--- config.mk ---
export PLATFORM = sky130hd
export DESIGN_NAME = reg_cmd_seq_flat
export DESIGN_NICKNAME = d
export VERILOG_FILES = /design/src/rtl/reg_cmd_pkg.sv /design/src/rtl/reg_cmd_seq_if.sv /design/src/rtl/reg_cmd_seq.sv /design/src/flat_wrapper.sv
export SDC_FILE = /design/constraint.sdc
export NUM_CORES = 1
export LEC_CHECK = 0
export CAP_MARGIN = 5
export CORE_UTILIZATION = 36
export CTS_CLUSTER_SIZE = 16
export DETAILED_ROUTE_END_ITERATION = 12
export PLACE_DENSITY = 0.72
export REMOVE_ABC_BUFFERS = 1
export SLEW_MARGIN = 20
export SYNTH_ARGS = -nofsm -noshare
export SYNTH_HDL_FRONTEND = slang
export SYNTH_SLANG_ARGS = --single-unit
--- constraint.sdc ---
create_clock -name clk -period 2.8 [get_ports clk]
set_clock_uncertainty 0.1 [all_clocks]
set_input_delay 0.42 -clock clk [delete_from_list [all_inputs] [get_ports clk]]
set_output_delay 0.42 -clock clk [all_outputs]
set_load 0.02 [all_outputs]
--- src/rtl/reg_cmd_pkg.sv ---
// Shared opcode and state encodings for the register command sequencer.
// Optional rotate opcodes are enabled by REG_CMD_SEQ_ROTATE_EN in reg_cmd_seq.
package reg_cmd_pkg;

    localparam int OP_W = 3;

    localparam logic [OP_W-1:0] OP_CLR  = 3'd0;
    localparam logic [OP_W-1:0] OP_LOAD = 3'd1;
    localparam logic [OP_W-1:0] OP_INC  = 3'd2;
    localparam logic [OP_W-1:0] OP_DEC  = 3'd3;
    localparam logic [OP_W-1:0] OP_SHR  = 3'd4;
    localparam logic [OP_W-1:0] OP_SHL  = 3'd5;
    localparam logic [OP_W-1:0] OP_ROR  = 3'd6;
    localparam logic [OP_W-1:0] OP_ROL  = 3'd7;

    typedef enum logic [1:0] {
        ST_IDLE = 2'd0,
        ST_RUN  = 2'd1,
        ST_DONE = 2'd2
    } state_e;

endpackage

--- src/rtl/reg_cmd_seq_if.sv ---
// Command handshake bundle between a datapath controller (master) and reg_cmd_seq (slave).
// A command transfers on a clock edge with cmd_valid && cmd_ready; fields must hold until then.
interface reg_cmd_seq_if #(
    parameter int DATA_WIDTH = 16,
    parameter int CNT_WIDTH  = 4
);
    import reg_cmd_pkg::*;

    logic                  cmd_valid;
    logic                  cmd_ready;
    logic [OP_W-1:0]       cmd_op;
    logic [CNT_WIDTH-1:0]  cmd_count;
    logic                  cmd_fill;
    logic [DATA_WIDTH-1:0] cmd_data;

    modport master (
        output cmd_valid, cmd_op, cmd_count, cmd_fill, cmd_data,
        input  cmd_ready
    );

    modport slave (
        input  cmd_valid, cmd_op, cmd_count, cmd_fill, cmd_data,
        output cmd_ready
    );

endinterface

--- src/rtl/reg_cmd_seq.sv ---
// Turns one register command (op + repeat count) into N cycles of one-hot register strobes.
// Latency: strobes from the accept edge for N cycles, then a 1-cycle done; rotates need REG_CMD_SEQ_ROTATE_EN.
// Backpressure: cmd_ready only in IDLE, so back-to-back commands see a 2-cycle gap.
module reg_cmd_seq
    import reg_cmd_pkg::*;
#(
    parameter int DATA_WIDTH = 16,
    parameter int CNT_WIDTH  = 4
) (
    input  logic                  clk,
    input  logic                  rst_n,
    reg_cmd_seq_if.slave          cmd,
    input  logic                  abort,
    input  logic [DATA_WIDTH-1:0] reg_out,
    output logic                  cl,
    output logic                  ld,
    output logic                  inc,
    output logic                  dec,
    output logic                  sr,
    output logic                  sl,
    output logic                  ir,
    output logic                  il,
    output logic [DATA_WIDTH-1:0] ld_data,
    output logic                  busy,
    output logic                  done,
    output logic                  err,
    output logic                  aborted
);

`ifdef REG_CMD_SEQ_ROTATE_EN
    localparam bit ROT_EN = 1'b1;
`else
    localparam bit ROT_EN = 1'b0;
`endif

    // One extra counter bit so an all-ones cmd_count still yields 2^CNT_WIDTH repetitions.
    localparam logic [CNT_WIDTH:0] CNT_ONE = (CNT_WIDTH+1)'(1);

    state_e                state;
    logic [OP_W-1:0]       op_q;
    logic                  fill_q;
    logic [CNT_WIDTH:0]    cnt_q;
    logic [DATA_WIDTH-1:0] ld_data_q;
    logic                  err_q;
    logic                  aborted_q;
    logic                  run;
    logic                  cmd_legal;
    logic                  single_shot;

    assign cmd_legal   = ROT_EN || (cmd.cmd_op <= OP_SHL);
    assign single_shot = (cmd.cmd_op == OP_CLR) || (cmd.cmd_op == OP_LOAD);

    always_ff @(posedge clk) begin
        if (!rst_n) begin
            state     <= ST_IDLE;
            op_q      <= OP_CLR;
            fill_q    <= 1'b0;
            cnt_q     <= '0;
            ld_data_q <= '0;
            err_q     <= 1'b0;
            aborted_q <= 1'b0;
        end else begin
            case (state)
                ST_IDLE: begin
                    if (cmd.cmd_valid) begin
                        op_q      <= cmd.cmd_op;
                        fill_q    <= cmd.cmd_fill;
                        ld_data_q <= cmd.cmd_data;
                        cnt_q     <= single_shot ? CNT_ONE : ({1'b0, cmd.cmd_count} + CNT_ONE);
                        aborted_q <= 1'b0;
                        err_q     <= !cmd_legal;
                        state     <= cmd_legal ? ST_RUN : ST_DONE;
                    end
                end
                ST_RUN: begin
                    // Final repetition wins over a coincident abort.
                    if (cnt_q == CNT_ONE) begin
                        state <= ST_DONE;
                    end else if (abort) begin
                        state     <= ST_DONE;
                        aborted_q <= 1'b1;
                    end else begin
                        cnt_q <= cnt_q - CNT_ONE;
                    end
                end
                ST_DONE: begin
                    state     <= ST_IDLE;
                    err_q     <= 1'b0;
                    aborted_q <= 1'b0;
                end
                default: state <= ST_IDLE;
            endcase
        end
    end

    assign run           = (state == ST_RUN);
    assign busy          = run;
    assign done          = (state == ST_DONE);
    assign cmd.cmd_ready = (state == ST_IDLE);
    assign err           = err_q;
    assign aborted       = aborted_q;
    assign ld_data       = ld_data_q;

    assign cl  = run && (op_q == OP_CLR);
    assign ld  = run && (op_q == OP_LOAD);
    assign inc = run && (op_q == OP_INC);
    assign dec = run && (op_q == OP_DEC);

`ifdef REG_CMD_SEQ_ROTATE_EN
    assign sr = run && ((op_q == OP_SHR) || (op_q == OP_ROR));
    assign sl = run && ((op_q == OP_SHL) || (op_q == OP_ROL));
    // Rotates recirculate the register's own end bit as the serial input.
    assign ir = run && ((op_q == OP_SHR) ? fill_q : ((op_q == OP_ROR) && reg_out[0]));
    assign il = run && ((op_q == OP_SHL) ? fill_q : ((op_q == OP_ROL) && reg_out[DATA_WIDTH-1]));
`else
    logic unused_reg_out;
    assign unused_reg_out = ^reg_out;
    assign sr = run && (op_q == OP_SHR);
    assign sl = run && (op_q == OP_SHL);
    assign ir = run && (op_q == OP_SHR) && fill_q;
    assign il = run && (op_q == OP_SHL) && fill_q;
`endif

endmodule

--- src/flat_wrapper.sv ---
// flat-port wrapper written by rule: the top's interface ports become plain ports
module reg_cmd_seq_flat import reg_cmd_pkg::*;
#(
    parameter int DATA_WIDTH = 16,
    parameter int CNT_WIDTH  = 4
)
  (clk, rst_n, abort, reg_out, cl, ld, inc, dec, sr, sl, ir, il, ld_data, busy, done, err, aborted, cmd_cmd_valid, cmd_cmd_op, cmd_cmd_count, cmd_cmd_fill, cmd_cmd_data, cmd_cmd_ready);
  reg_cmd_seq_if #(.DATA_WIDTH(DATA_WIDTH), .CNT_WIDTH(CNT_WIDTH)) cmd_i ();
  input  logic clk;
  input  logic rst_n;
  input  logic abort;
  input  logic [DATA_WIDTH-1:0] reg_out;
  output logic cl;
  output logic ld;
  output logic inc;
  output logic dec;
  output logic sr;
  output logic sl;
  output logic ir;
  output logic il;
  output logic [DATA_WIDTH-1:0] ld_data;
  output logic busy;
  output logic done;
  output logic err;
  output logic aborted;
  input wire logic [$bits(cmd_i.cmd_valid)-1:0] cmd_cmd_valid;
  input wire logic [$bits(cmd_i.cmd_op)-1:0] cmd_cmd_op;
  input wire logic [$bits(cmd_i.cmd_count)-1:0] cmd_cmd_count;
  input wire logic [$bits(cmd_i.cmd_fill)-1:0] cmd_cmd_fill;
  input wire logic [$bits(cmd_i.cmd_data)-1:0] cmd_cmd_data;
  output wire logic [$bits(cmd_i.cmd_ready)-1:0] cmd_cmd_ready;
  assign cmd_i.cmd_valid = cmd_cmd_valid;
  assign cmd_i.cmd_op = cmd_cmd_op;
  assign cmd_i.cmd_count = cmd_cmd_count;
  assign cmd_i.cmd_fill = cmd_cmd_fill;
  assign cmd_i.cmd_data = cmd_cmd_data;
  assign cmd_cmd_ready = cmd_i.cmd_ready;
  reg_cmd_seq #(.DATA_WIDTH(DATA_WIDTH), .CNT_WIDTH(CNT_WIDTH)) u_core (.clk(clk), .rst_n(rst_n), .cmd(cmd_i), .abort(abort), .reg_out(reg_out), .cl(cl), .ld(ld), .inc(inc), .dec(dec), .sr(sr), .sl(sl), .ir(ir), .il(il), .ld_data(ld_data), .busy(busy), .done(done), .err(err), .aborted(aborted));
endmodule
==> impl_metrics.csv <==
group,metric,value,unit
outcome,status,"completed",
synth,synth_top_family_by_area,"simple AND/OR/NAND/NOR gates",
setup_path,arrival,2.02,ns
synth,synth_ff_type,"dfxtp_1",
synth,synthAdderAreaFrac,2.88,%
routing,wl_per_cell,11.6,um
floorplan,start_util,38.4,%
setup_path,cp_data_required_time,2.28,ns
routing,dr.pass1.iters,4,
global_routing,grt_pass1_vias,1185,
setup_path,crit_fanout,8,
layout,fin_util,58.2,%
clocking,cts.clk_slew.worst_paths,0.08,ns
flow_run,drv_cap,0,
setup_path,path_class,"register to output port",
synth,yosysWarnings,0,
layout,antenna_cells,0,
pwr,p_per_area,500,nW/um2
floorplan,coreArea,3390,um2
clocking,cts_buffer_depth,2,
synth,synth-simple-area-share,27.7,%
sta,fin_crit_sh,90.6,%
sta,hold_viol,0,
synth,netlist-cell-type-count,33,
setup_path,end_kind,"output port",
floorplan,pin_count,73,
sta,maxSlewHeadroom,71.8,%
synth,seq_area_frac_synth,44.6,%
min_path,hp-class,"register to register",
routing,drt-total-wl,3190,um
floorplan,fp.dieH,62.1,um
clocking,cts-resized-gates,0,
sta,setup_viol,0,
clocking,htreeDepth,2,
global_routing,grt_overflow,0,
synth,synthArstFlopShare,0,%
setup_path,reg2regPathDepth,4,
synth,synth_compound_area_share,18.4,%
clocking,insertion_delay,0.33,ns
setup_path,cp_slowest_stage_delay,0.59,ns
routing,num_vias,1344,
setup_path,crit_slowest_cell,"clkdlybuf4s50_1",
sta,rsz0062_at_grt,"false",
floorplan,num_rows,21,
min_path,hold_end,"u_core.ld_data[4]$_SDFFE_PN0P_",
sta,fmax,394,MHz
synth,syn_avg_cell_area,7.75,um2
layout,stdcell_area,1970,um2
pwr,peakVddDrop,0.335,mV
global_routing,grt_use_total,17.5,%
setup_path,r2r_end,"u_core.cnt_q[0]$_SDFFE_PN0P_",
min_path,hold_depth,2,
sta,worst_slew_pin_slew,0.421,ns
synth,synth_xor_area_share,2.02,%
clocking,cts_made_buffers,5,
floorplan,dieArea,3860,um2
layout,nets,275,
setup_path,crit_chain,"nand2b_1, clkinv_1, nand2_1, nor3b_1, and2_1, clkdlybuf4s50_1",
min_path,worst_hold_startpoint,"u_core.ld_data[4]$_SDFFE_PN0P_",
sta,setup_tns,0,ns
layout,drive_gt1_share,6.14,%
clocking,clock-sinks,29,
setup_path,cp_num_cells,6,
place,globalplace.congestion,0.808,
synth,synth.cell_area,1300,um2
place,port_buffers,56,
synth,synth_cells,168,
routing,viasPerCell,4.91,
sta,slew_violations,0,
routing,drcViolationCount,0,
setup_path,critPathLaunchType,"register",
clocking,post-cts-setup-buffers,0,
setup_path,worst-path-buf-inv,2,
sta,min_period,2.54,ns
place,dpl_cell_area,1920,um2
setup_path,crit_family,"buffers and inverters",
global_routing,grt_start_max_net_pins,23,
floorplan,die_x,62.1,um
routing,drt_iter0_markers,58,
synth,synth.mux.area_fraction,0,%
clocking,postCtsHoldBufs,0,
place,hpwl,2360,um
synth,ys_ff_latch,29,
setup_path,r2r_slack,1.07,ns
layout,areaGrowthSynthToFinish,51.6,%
clocking,cts_tree,"yes",
global_routing,antenna_found_initial,0,
pwr,p_leak,0.741,nW
global_routing,grt_pass1_wl,5290,um
routing,ant_nets,0,
setup_path,regToRegStartpoint,"u_core.state[0]$_SDFFE_PN0P_",
synth,synth-edff-count,0,
clocking,cts_root_buffer,"clkbuf_4",
-- placed cells by master (no fill, tap or decap), drive strengths merged --
master         instances
a22oi                  1
nand2b                 1
nand2                 47
or3b                   1
a221o                  1
nor3                   4
clkinv                 2
and3                   1
buf                    5
nand3                  2
xnor2                  2
o21ai                  4
clkbuf                 7
nor4                   3
inv                    3
ha                     3
clkdlybuf4s50         56
nor2                  12
o31ai                  1
a21oi                 26
o31a                   1
a211oi                 2
a31oi                  3
nor3b                  3
dfxtp                 29
nor4b                  1
xor2                   1
nand4                  1
or3                    1
o32ai                  1
and2                   3
-- synth_stat cells, types with 2 or more instances --
library cell | n | area [um2]
nor3b_1 | 3 | 22.5
nor3_1 | 4 | 20.0
a211oi_1 | 2 | 15.0
clkbuf_1 | 6 | 22.5
nor4_1 | 3 | 18.8
clkinv_1 | 2 | 7.51
xnor2_1 | 2 | 17.5
a21oi_1 | 25 | 125
inv_1 | 3 | 11.3
and2_1 | 2 | 12.5
dfxtp_1 | 29 | 581
a31oi_1 | 3 | 18.8
nor2_1 | 12 | 45.0
o21ai_0 | 4 | 20.0
nand2_1 | 47 | 176
nand3_1 | 2 | 10.0
ha_1 | 3 | 37.5
-- tightest hold or removal path, delay by kind of cell, from the launching register on --
family,cells,cell delay (ns)
and+or+nand+nor,1,0.05
AOI/OAI and AO/OA,1,0.05
DFF,1,0.31
-- flip-flops by register name, indices dropped and copies added (netlist names) --
name and cells:
u_core.ld_data 16, u_core.cnt_q 5, u_core.op_q 3, u_core.state 2
u_core.aborted 1, u_core.err 1, u_core.fill_q 1
-- layout make-up --
class	count	area, um2
Timing Repair Buffer	61	598
Tap cell	46	57.6
Inverter	5	18.8
Clock buffer	7	55.1
Sequential cell	29	581
Multi-Input combinational cell	126	663
Fill cell	311	1420
-- cell families (layout without fill, tap and decap cells) --
group | Yosys count | count (layout)
simple gates | 80 | 80
compound gates | 40 | 40
flops | 29 | 29
buf+inv | 13 | 73
fa+ha+maj | 3 | 3
xor+xnor | 3 | 3
-- per-layer routing --
layer,wire (um),global-route usage [%],vias up
met5,0,0,-
met4,82,7.85,0
met3,193,5.88,9
met2,1540,29.3,42
met1,1370,20.0,605
li1,-,-,688
-- worst max path at each step --
stage | slack, ns | end | startpoint
2_1_floorplan | 0.46 | il | u_core.state[0]$_SDFFE_PN0P_
3_3_place_gp | 0.53 | u_core.cnt_q[0]$_SDFFE_PN0P_ | cmd_cmd_valid
3_5_place_dp | 0.52 | u_core.cnt_q[0]$_SDFFE_PN0P_ | cmd_cmd_valid
4_1_cts | 0.24 | il | u_core.state[0]$_SDFFE_PN0P_
5_1_grt | 0.06 | il | u_core.state[0]$_SDFFE_PN0P_
6_report | 0.26 | il | u_core.state[0]$_SDFFE_PN0P_
-- metrics by stage --
| step | setup slack (ns) | total power [mW] | cells | hold slack [ns] |
|---|---|---|---|---|
| after global placement | 0.530 | 0.736 | 267 | 0.342 |
| after detailed placement | 0.517 | 0.739 | 267 | 0.345 |
| after CTS | 0.239 | 0.992 | 274 | 0.357 |
| after floorplan | 0.464 | 0.612 | 160 | 0.340 |
| after global routing | 0.0614 | 1.04 | 274 | 0.382 |
| final | 0.264 | 0.986 | 274 | 0.357 |
-- power by group --
part	internal, mW	switching [mW]
Sequential	0.444	0.0255
Clock	0.118	0.139
Combinational	0.129	0.129
Power figures use the tool's default switching activity.
